<file path="config.mk">
export PLATFORM = sky130hd
export DESIGN_NAME = icache_responder_flat
export DESIGN_NICKNAME = d
export VERILOG_FILES = /design/src/rtl/icache_responder_if.sv /design/src/rtl/icache_responder.sv /design/src/flat_wrapper.sv
export SDC_FILE = /design/constraint.sdc
export NUM_CORES = 2
export LEC_CHECK = 0
export ABC_CLOCK_PERIOD_IN_PS = 13240
export CAP_MARGIN = 20
export CORE_MARGIN = 4
export CORE_UTILIZATION = 50
export CTS_BUF_LIST = sky130_fd_sc_hd__clkbuf_8
export CTS_CLUSTER_DIAMETER = 200
export CTS_CLUSTER_SIZE = 14
export DETAILED_ROUTE_END_ITERATION = 12
export HOLD_SLACK_MARGIN = 0.02
export PLACE_DENSITY_LB_ADDON = 0.2
export SLEW_MARGIN = 20
export SYNTH_ARGS = -nofsm -noshare
export SYNTH_HDL_FRONTEND = slang
export SYNTH_SLANG_ARGS = --single-unit
</file>
<file path="constraint.sdc">
create_clock -name clk_i -period 13.24 [get_ports clk_i]
set_input_delay 1.986 -clock clk_i [delete_from_list [all_inputs] [get_ports clk_i]]
set_output_delay 1.986 -clock clk_i [all_outputs]
set_load 0.01 [all_outputs]
</file>
<file path="src/rtl/icache_responder_if.sv">
// Purpose : bundles the fetch-side request/response, translation and refill
//           signals of icache_responder. Suffix _i/_o is from the responder's view.
// Ports   : slave = responder side, master = fetch/TLB/memory side.
interface icache_responder_if;
  // request side
  logic         req_valid_i;
  logic [11:0]  req_idx_i;
  logic         req_kill_i;
  logic         invalidate_i;
  logic         tlb_req_valid_i;
  logic [27:0]  tlb_vpn_i;
  // response side
  logic         req_ready_o;
  logic         resp_valid_o;
  logic [127:0] resp_datablock_o;
  logic [39:0]  resp_vaddr_o;
  logic         resp_ready_i;
  // translation
  logic         tlb_resp_miss_o;
  logic         tlb_resp_xcpt_if_o;
  logic         iptw_resp_valid_o;
  // refill
  logic         mem_req_valid_o;
  logic [35:0]  mem_req_addr_o;
  logic         mem_req_ready_i;
  logic         mem_resp_valid_i;
  logic [127:0] mem_resp_data_i;

  modport slave (
    input  req_valid_i, req_idx_i, req_kill_i, invalidate_i, tlb_req_valid_i, tlb_vpn_i,
    input  resp_ready_i, mem_req_ready_i, mem_resp_valid_i, mem_resp_data_i,
    output req_ready_o, resp_valid_o, resp_datablock_o, resp_vaddr_o,
    output tlb_resp_miss_o, tlb_resp_xcpt_if_o, iptw_resp_valid_o,
    output mem_req_valid_o, mem_req_addr_o
  );

  modport master (
    output req_valid_i, req_idx_i, req_kill_i, invalidate_i, tlb_req_valid_i, tlb_vpn_i,
    output resp_ready_i, mem_req_ready_i, mem_resp_valid_i, mem_resp_data_i,
    input  req_ready_o, resp_valid_o, resp_datablock_o, resp_vaddr_o,
    input  tlb_resp_miss_o, tlb_resp_xcpt_if_o, iptw_resp_valid_o,
    input  mem_req_valid_o, mem_req_addr_o
  );
endinterface

</file>
<file path="src/rtl/icache_responder.sv">
// Purpose : direct-mapped 8x128b instruction cache with a one-entry identity uTLB
//           and a single-request lookup/walk/refill/respond FSM.
// Latency : hit response 2 cycles after acceptance; refill response 1 cycle after mem_resp_valid_i.
// Backpr. : one request in flight (req_ready_o only in IDLE); mem_req and resp held until ready.
// Ports   : clk_i, rst_i (async, active-high); bus = icache_responder_if.slave.
module icache_responder (
  input  logic              clk_i,
  input  logic              rst_i,
  icache_responder_if.slave bus
);

  typedef enum logic [2:0] {
    IDLE, LOOKUP, PTW, REFILL_REQ, REFILL_WAIT, RESP
  } state_t;

  state_t       r_state;
  logic [7:0]   r_line_addr;      // vaddr[11:4] of the captured request
  logic [27:0]  r_vpn;            // vpn sampled in LOOKUP
  logic         r_kill;           // kill seen during refill
  logic [7:0]   r_line_vld;
  logic [32:0]  r_tag  [8];
  logic [127:0] r_data [8];
  logic [27:0]  r_utlb_vpn;
  logic         r_utlb_vld;

  logic         r_req_ready;
  logic         r_resp_valid;
  logic [127:0] r_resp_data;
  logic [39:0]  r_resp_vaddr;
  logic         r_mem_req_valid;
  logic [35:0]  r_mem_req_addr;
  logic         r_iptw;

  logic [2:0]   w_line;
  logic         w_in_lookup;
  logic         w_abort;
  logic         w_xcpt;
  logic         w_tlb_miss;
  logic         w_hit;
  logic         w_fill;
  logic         w_unused_offset;

  assign w_line      = r_line_addr[2:0];
  assign w_in_lookup = (r_state == LOOKUP);
  assign w_abort     = bus.req_kill_i || !bus.tlb_req_valid_i;
  // Translation results are combinational so they land in the LOOKUP cycle itself.
  assign w_xcpt      = w_in_lookup && !w_abort && bus.tlb_vpn_i[27];
  assign w_tlb_miss  = w_in_lookup && !w_abort && !bus.tlb_vpn_i[27] &&
                       !(r_utlb_vld && (r_utlb_vpn == bus.tlb_vpn_i));
  assign w_hit       = r_line_vld[w_line] && (r_tag[w_line] == {bus.tlb_vpn_i, r_line_addr[7:3]});
  assign w_fill      = (r_state == REFILL_WAIT) && bus.mem_resp_valid_i;
  // Byte offset within a line never affects a fetch of the whole line.
  assign w_unused_offset = &{1'b0, bus.req_idx_i[3:0]};

  // Line storage needs no reset: the valid bits gate every use.
  always_ff @(posedge clk_i) begin
    if (w_fill) begin
      r_data[w_line] <= bus.mem_resp_data_i;
      r_tag[w_line]  <= {r_vpn, r_line_addr[7:3]};
    end
  end

  always_ff @(posedge clk_i or posedge rst_i) begin
    if (rst_i) begin
      r_state         <= IDLE;
      r_line_addr     <= '0;
      r_vpn           <= '0;
      r_kill          <= 1'b0;
      r_line_vld      <= '0;
      r_utlb_vpn      <= '0;
      r_utlb_vld      <= 1'b0;
      r_req_ready     <= 1'b1;
      r_resp_valid    <= 1'b0;
      r_resp_data     <= '0;
      r_resp_vaddr    <= '0;
      r_mem_req_valid <= 1'b0;
      r_mem_req_addr  <= '0;
      r_iptw          <= 1'b0;
    end else begin
      r_iptw <= 1'b0;
      case (r_state)
        IDLE: begin
          if (bus.req_valid_i) begin
            r_line_addr <= bus.req_idx_i[11:4];
            r_req_ready <= 1'b0;
            r_state     <= LOOKUP;
          end
        end
        LOOKUP: begin
          r_vpn <= bus.tlb_vpn_i;
          if (w_abort || bus.tlb_vpn_i[27]) begin
            r_req_ready <= 1'b1;
            r_state     <= IDLE;
          end else if (w_tlb_miss) begin
            r_iptw  <= 1'b1;             // high for exactly the PTW cycle
            r_state <= PTW;
          end else if (w_hit) begin
            r_resp_valid <= 1'b1;
            r_resp_data  <= r_data[w_line];
            r_resp_vaddr <= {bus.tlb_vpn_i, r_line_addr, 4'h0};
            r_state      <= RESP;
          end else begin
            r_kill          <= 1'b0;
            r_mem_req_valid <= 1'b1;
            r_mem_req_addr  <= {bus.tlb_vpn_i, r_line_addr};
            r_state         <= REFILL_REQ;
          end
        end
        PTW: begin
          r_utlb_vpn  <= r_vpn;
          r_utlb_vld  <= 1'b1;
          r_req_ready <= 1'b1;
          r_state     <= IDLE;
        end
        REFILL_REQ: begin
          if (bus.req_kill_i) r_kill <= 1'b1;
          if (bus.mem_req_ready_i) begin
            r_mem_req_valid <= 1'b0;
            r_state         <= REFILL_WAIT;
          end
        end
        REFILL_WAIT: begin
          if (w_fill) begin
            r_line_vld[w_line] <= 1'b1;
            // A killed refill still fills the line, it just answers nobody.
            if (r_kill || bus.req_kill_i) begin
              r_req_ready <= 1'b1;
              r_state     <= IDLE;
            end else begin
              r_resp_valid <= 1'b1;
              r_resp_data  <= bus.mem_resp_data_i;
              r_resp_vaddr <= {r_vpn, r_line_addr, 4'h0};
              r_state      <= RESP;
            end
          end else if (bus.req_kill_i) begin
            r_kill <= 1'b1;
          end
        end
        RESP: begin
          if (bus.req_kill_i || bus.resp_ready_i) begin
            r_resp_valid <= 1'b0;
            r_req_ready  <= 1'b1;
            r_state      <= IDLE;
          end
        end
        default: begin
          r_req_ready <= 1'b1;
          r_state     <= IDLE;
        end
      endcase
      // Last assignment wins, so invalidate overrides a same-cycle line fill or uTLB load.
      if (bus.invalidate_i) begin
        r_line_vld <= '0;
        r_utlb_vld <= 1'b0;
      end
    end
  end

  assign bus.req_ready_o        = r_req_ready;
  assign bus.resp_valid_o       = r_resp_valid;
  assign bus.resp_datablock_o   = r_resp_data;
  assign bus.resp_vaddr_o       = r_resp_vaddr;
  assign bus.tlb_resp_miss_o    = w_tlb_miss;
  assign bus.tlb_resp_xcpt_if_o = w_xcpt;
  assign bus.iptw_resp_valid_o  = r_iptw;
  assign bus.mem_req_valid_o    = r_mem_req_valid;
  assign bus.mem_req_addr_o     = r_mem_req_addr;

endmodule

</file>
<file path="src/flat_wrapper.sv">
// flat-port wrapper written by rule: the top's interface ports become plain ports
module icache_responder_flat 
  (clk_i, rst_i, bus_req_valid_i, bus_req_idx_i, bus_req_kill_i, bus_invalidate_i, bus_tlb_req_valid_i, bus_tlb_vpn_i, bus_resp_ready_i, bus_mem_req_ready_i, bus_mem_resp_valid_i, bus_mem_resp_data_i, bus_req_ready_o, bus_resp_valid_o, bus_resp_datablock_o, bus_resp_vaddr_o, bus_tlb_resp_miss_o, bus_tlb_resp_xcpt_if_o, bus_iptw_resp_valid_o, bus_mem_req_valid_o, bus_mem_req_addr_o);
  icache_responder_if bus_i ();
  input  logic clk_i;
  input  logic rst_i;
  input wire logic [$bits(bus_i.req_valid_i)-1:0] bus_req_valid_i;
  input wire logic [$bits(bus_i.req_idx_i)-1:0] bus_req_idx_i;
  input wire logic [$bits(bus_i.req_kill_i)-1:0] bus_req_kill_i;
  input wire logic [$bits(bus_i.invalidate_i)-1:0] bus_invalidate_i;
  input wire logic [$bits(bus_i.tlb_req_valid_i)-1:0] bus_tlb_req_valid_i;
  input wire logic [$bits(bus_i.tlb_vpn_i)-1:0] bus_tlb_vpn_i;
  input wire logic [$bits(bus_i.resp_ready_i)-1:0] bus_resp_ready_i;
  input wire logic [$bits(bus_i.mem_req_ready_i)-1:0] bus_mem_req_ready_i;
  input wire logic [$bits(bus_i.mem_resp_valid_i)-1:0] bus_mem_resp_valid_i;
  input wire logic [$bits(bus_i.mem_resp_data_i)-1:0] bus_mem_resp_data_i;
  output wire logic [$bits(bus_i.req_ready_o)-1:0] bus_req_ready_o;
  output wire logic [$bits(bus_i.resp_valid_o)-1:0] bus_resp_valid_o;
  output wire logic [$bits(bus_i.resp_datablock_o)-1:0] bus_resp_datablock_o;
  output wire logic [$bits(bus_i.resp_vaddr_o)-1:0] bus_resp_vaddr_o;
  output wire logic [$bits(bus_i.tlb_resp_miss_o)-1:0] bus_tlb_resp_miss_o;
  output wire logic [$bits(bus_i.tlb_resp_xcpt_if_o)-1:0] bus_tlb_resp_xcpt_if_o;
  output wire logic [$bits(bus_i.iptw_resp_valid_o)-1:0] bus_iptw_resp_valid_o;
  output wire logic [$bits(bus_i.mem_req_valid_o)-1:0] bus_mem_req_valid_o;
  output wire logic [$bits(bus_i.mem_req_addr_o)-1:0] bus_mem_req_addr_o;
  assign bus_i.req_valid_i = bus_req_valid_i;
  assign bus_i.req_idx_i = bus_req_idx_i;
  assign bus_i.req_kill_i = bus_req_kill_i;
  assign bus_i.invalidate_i = bus_invalidate_i;
  assign bus_i.tlb_req_valid_i = bus_tlb_req_valid_i;
  assign bus_i.tlb_vpn_i = bus_tlb_vpn_i;
  assign bus_i.resp_ready_i = bus_resp_ready_i;
  assign bus_i.mem_req_ready_i = bus_mem_req_ready_i;
  assign bus_i.mem_resp_valid_i = bus_mem_resp_valid_i;
  assign bus_i.mem_resp_data_i = bus_mem_resp_data_i;
  assign bus_req_ready_o = bus_i.req_ready_o;
  assign bus_resp_valid_o = bus_i.resp_valid_o;
  assign bus_resp_datablock_o = bus_i.resp_datablock_o;
  assign bus_resp_vaddr_o = bus_i.resp_vaddr_o;
  assign bus_tlb_resp_miss_o = bus_i.tlb_resp_miss_o;
  assign bus_tlb_resp_xcpt_if_o = bus_i.tlb_resp_xcpt_if_o;
  assign bus_iptw_resp_valid_o = bus_i.iptw_resp_valid_o;
  assign bus_mem_req_valid_o = bus_i.mem_req_valid_o;
  assign bus_mem_req_addr_o = bus_i.mem_req_addr_o;
  icache_responder u_core (.clk_i(clk_i), .rst_i(rst_i), .bus(bus_i));
endmodule
</file>
==> results.toml <==
[run_status]
status = "completed"

[yosys]
synth-main-ff-cell = "edfxtp_1"
synth-edff-count = 1288
syn-cell-area_um2 = 64810
synth_top_area_frac = 0.5967
ys_seq_area_frac = 0.7052
yosysWarnings = 0
avgSynthCellArea_um2 = 15.39
synth.area.top_cells = "edfxtp_1, dfrtp_1, mux2_2, mux2i_1, mux4_2"
synth-async-reset-ratio = 0.1791
synth.distinct_cells = 80
synth-seq-cells = 1569
synth_top_cell_by_area = "edfxtp_1"
synth_cells = 4212

[worst_hold_path]
min_path_type = "flop to flop"

[detailed_routing]
avgRoutedWirePerCell_um = 30.44
drc_errors = 0
dr_total_vias = 40510
ant_nets = 0
drt_wl_total_um = 192600
viasPerCell = 6.403
firstDrtPassIters = 7
dr.first_iter.drc_count = 5172

[clocking]
cts_sinks = 1569
path_clk_slew_ns = 0.09
cts_tree = "yes"
post-cts-setup-buffers = 0
clk-insertion-delay-late_ns = 0.90
cts_resized = 0
cts_root_buf = "clkbuf_8"
cts_buffers = 130
ctsHoldBuffers = 0
htree_levels = 4
cts_max_path_buffers = 3

[critical_path]
required_ns = 13.96
worstSetupStartpointType = "flop"
timing.critical_path.mode_cell = "buf_4"
cp.arrival_ns = 7.66
slowest_delay_ns = 1.03
cp-end-kind = "flop"
crit_path_max_fanout = 101
crit_type = "flop to flop"
slowest_stage = "dfrtp_4"
path_cells = "buf_12 > clkinv_2 > buf_4 > a221o_1 > a22oi_1 > xnor2_1 > nor4_2 > and3_4 > buf_4 > buf_4 > a22o_1 > a21oi_1"

[final_layout]
fin_area_um2 = 72550
final_layout_size_suffix_gt1_frac = 0.1423
final_nets = 4656
layout-area-overhead-vs-synth_pct = 11.94

[timing]
fin_worst_skew_ns = 0.03775
period_needed_ns = 6.936
grt_setup_unrepaired = "false"
hold_viol_final = 0
slew-limit-headroom = 0.2033
final-setup-viol-count = 0
post-route-period-util = 0.5239
fmax_mhz = 144.2
setup_tns_ns = 0
tightest_slew_ns = 1.183
slew_viol_final = 0

[global_routing]
grt_pass1_wl_um = 279300
first_global_vias = 39790
globalRouteMet2Util = 0.4322
grt.met1_usage = 0.3943
grt_overflow = 0
grt_max_degree = 149
busiest_layer = "met2"
gr-usage-met3 = 0.06849
grt_use_total = 0.2799
antenna_found_initial = 35

[place]
place_congestion = 0.8077
portBuffers = 378
dpl.hpwl_um = 109100
dpl_cell_area_um2 = 70210

[power_and_ir_drop]
powerDensity_nw_per_um2 = 174.7
vdd_drop_max_v = 0.0001898
power_leakage_nw = 24.19

[die]
initial_utilization = 0.5057
chipHeight_um = 368.0
die_w_um = 368.0
coreArea_um2 = 128200
placementRows = 131
die_area_um2 = 135500
pin_count = 387

[job]
cap_violations = 0
[state kept, by name, summed over array words and instances, names as in the netlist]
| name | count |
|---|---|
| u_core.r_data | 1024 |
| u_core.r_state | 3 |
| u_core.bus.resp_valid_o | 1 |
| u_core.bus.resp_vaddr_o | 36 |
| u_core.r_utlb_vpn | 28 |
| u_core.bus.iptw_resp_valid_o | 1 |
| u_core.bus.mem_req_valid_o | 1 |
| u_core.r_line_vld | 8 |
| u_core.bus.req_ready_o | 1 |
| u_core.bus.mem_req_addr_o | 36 |
| u_core.bus.resp_datablock_o | 128 |
| u_core.r_utlb_vld | 1 |
| u_core.r_vpn | 28 |
| u_core.r_line_addr | 8 |
| u_core.r_kill | 1 |
| u_core.r_tag | 264 |
[layout make-up]
type,count,area (um2)
multi-input combinational,2291,17670
tap,1729,2163
sequential,1569,45720
clock inverter,94,415.4
clock buffer,133,1831
timing repair buffer,474,4632
inverter,13,60.06
fill,10220,55620
antenna,23,57.56
[synth_stat cells (8+ instances only)]
master / n
edfxtp_1: 1288
dfrtp_1: 280
nor2_1: 273
nand2_1: 247
mux2_2: 229
clkbuf_1: 196
mux2i_1: 194
a21oi_1: 103
a22oi_1: 95
a221oi_1: 80
buf_2: 80
mux4_2: 80
o21ai_1: 79
a31oi_1: 78
o21ai_0: 77
nor4_1: 73
nor3_1: 66
o22ai_1: 44
a31o_1: 43
nand4_1: 41
xnor2_1: 38
a221o_1: 37
a22o_1: 36
a211oi_1: 35
o211ai_1: 33
buf_4: 30
a32o_1: 27
o41ai_1: 25
o2bb2ai_1: 23
nand2b_1: 21
buf_1: 19
buf_6: 17
a31o_2: 13
xor2_1: 13
inv_1: 11
a2111oi_0: 10
a32oi_1: 10
mux2_4: 10
or2_2: 10
or3_1: 10
nor2b_1: 9
o2111ai_1: 9
a222oi_1: 8
nand3_1: 8
[metal layers]
metal	vias up	routed length, um
met5	-	142
met4	20	5038
met3	300	19180
met2	2066	89710
met1	20930	78490
li1	17190	-
[kinds of logic after synthesis]
family                 synth area share
AO/OA/AOI/OAI                    0.1032
buffers and inverters           0.02581
XOR/XNOR                       0.006892
flip-flops                       0.7052
other                        0.00005786
multiplexers                     0.1014
AND/OR/NAND/NOR                 0.05735
[worst paths after layout]
check	startpoint	endpoint	slack [ns]	cells after the start
hold / removal	u_core.bus.mem_req_addr_o[33]$_DFFE_PP0P_	u_core.bus.mem_req_addr_o[33]$_DFFE_PP0P_	0.49	1
hold reg to reg	u_core.bus.mem_req_addr_o[33]$_DFFE_PP0P_	u_core.bus.mem_req_addr_o[33]$_DFFE_PP0P_	0.49	1
min in group asynchronous	rst_i	u_core.bus.resp_datablock_o[50]$_DFFE_PP0P_	1.59	2
max in group asynchronous	rst_i	u_core.bus.resp_datablock_o[69]$_DFFE_PP0P_	9.60	4
setup reg to reg	u_core.r_line_addr[1]$_DFFE_PP0P_	u_core.bus.resp_vaddr_o[37]$_DFFE_PP0P_	6.30	12
setup / recovery	u_core.r_line_addr[1]$_DFFE_PP0P_	u_core.bus.resp_vaddr_o[37]$_DFFE_PP0P_	6.30	12
[per-stage QoR]
step	cells	hold slack, ns	utilization	setup slack, ns	power [mW]
2_1_floorplan	4215	0.4608	-	-0.7920	8.619
3_3_place_gp	6075	0.4689	0.5478	6.293	10.14
3_5_place_dp	6075	0.4737	0.5478	6.254	10.20
4_1_cts	6302	0.4948	0.5653	6.201	12.70
5_1_grt	6318	0.5205	0.5659	6.005	13.21
6_report	6326	0.4889	0.5660	6.304	12.67
[report_power, final]
part	total (mW)	switching (mW)	internal, mW
Clock	2.55	1.60	0.946
Combinational	4.01	2.39	1.62
Sequential	6.11	0.403	5.71
[worst max-delay path: cells and delay by family (launching register included)]
kind | cells | cell delay (ns)
XOR/XNOR | 1 | 0.12
buffers and inverters | 5 | 3.27
AO/OA/AOI/OAI | 4 | 1.14
AND/OR/NAND/NOR | 2 | 1.04
flip-flops | 1 | 1.03
[layout by cell type (no fill, tap or decap), drive strengths merged, types with 97 or more instances in the layout]
master	netlist	routed
edfxtp	1288	1288
clkdlybuf4s50	0	377
dfrtp	280	280
nor2	273	273
nand2	248	248
mux2	246	246
mux2i	195	195
o21ai	156	156
clkbuf	196	133
a21oi	103	103
inv	13	97
buf	146	97
Power figures use the tool's default switching activity.
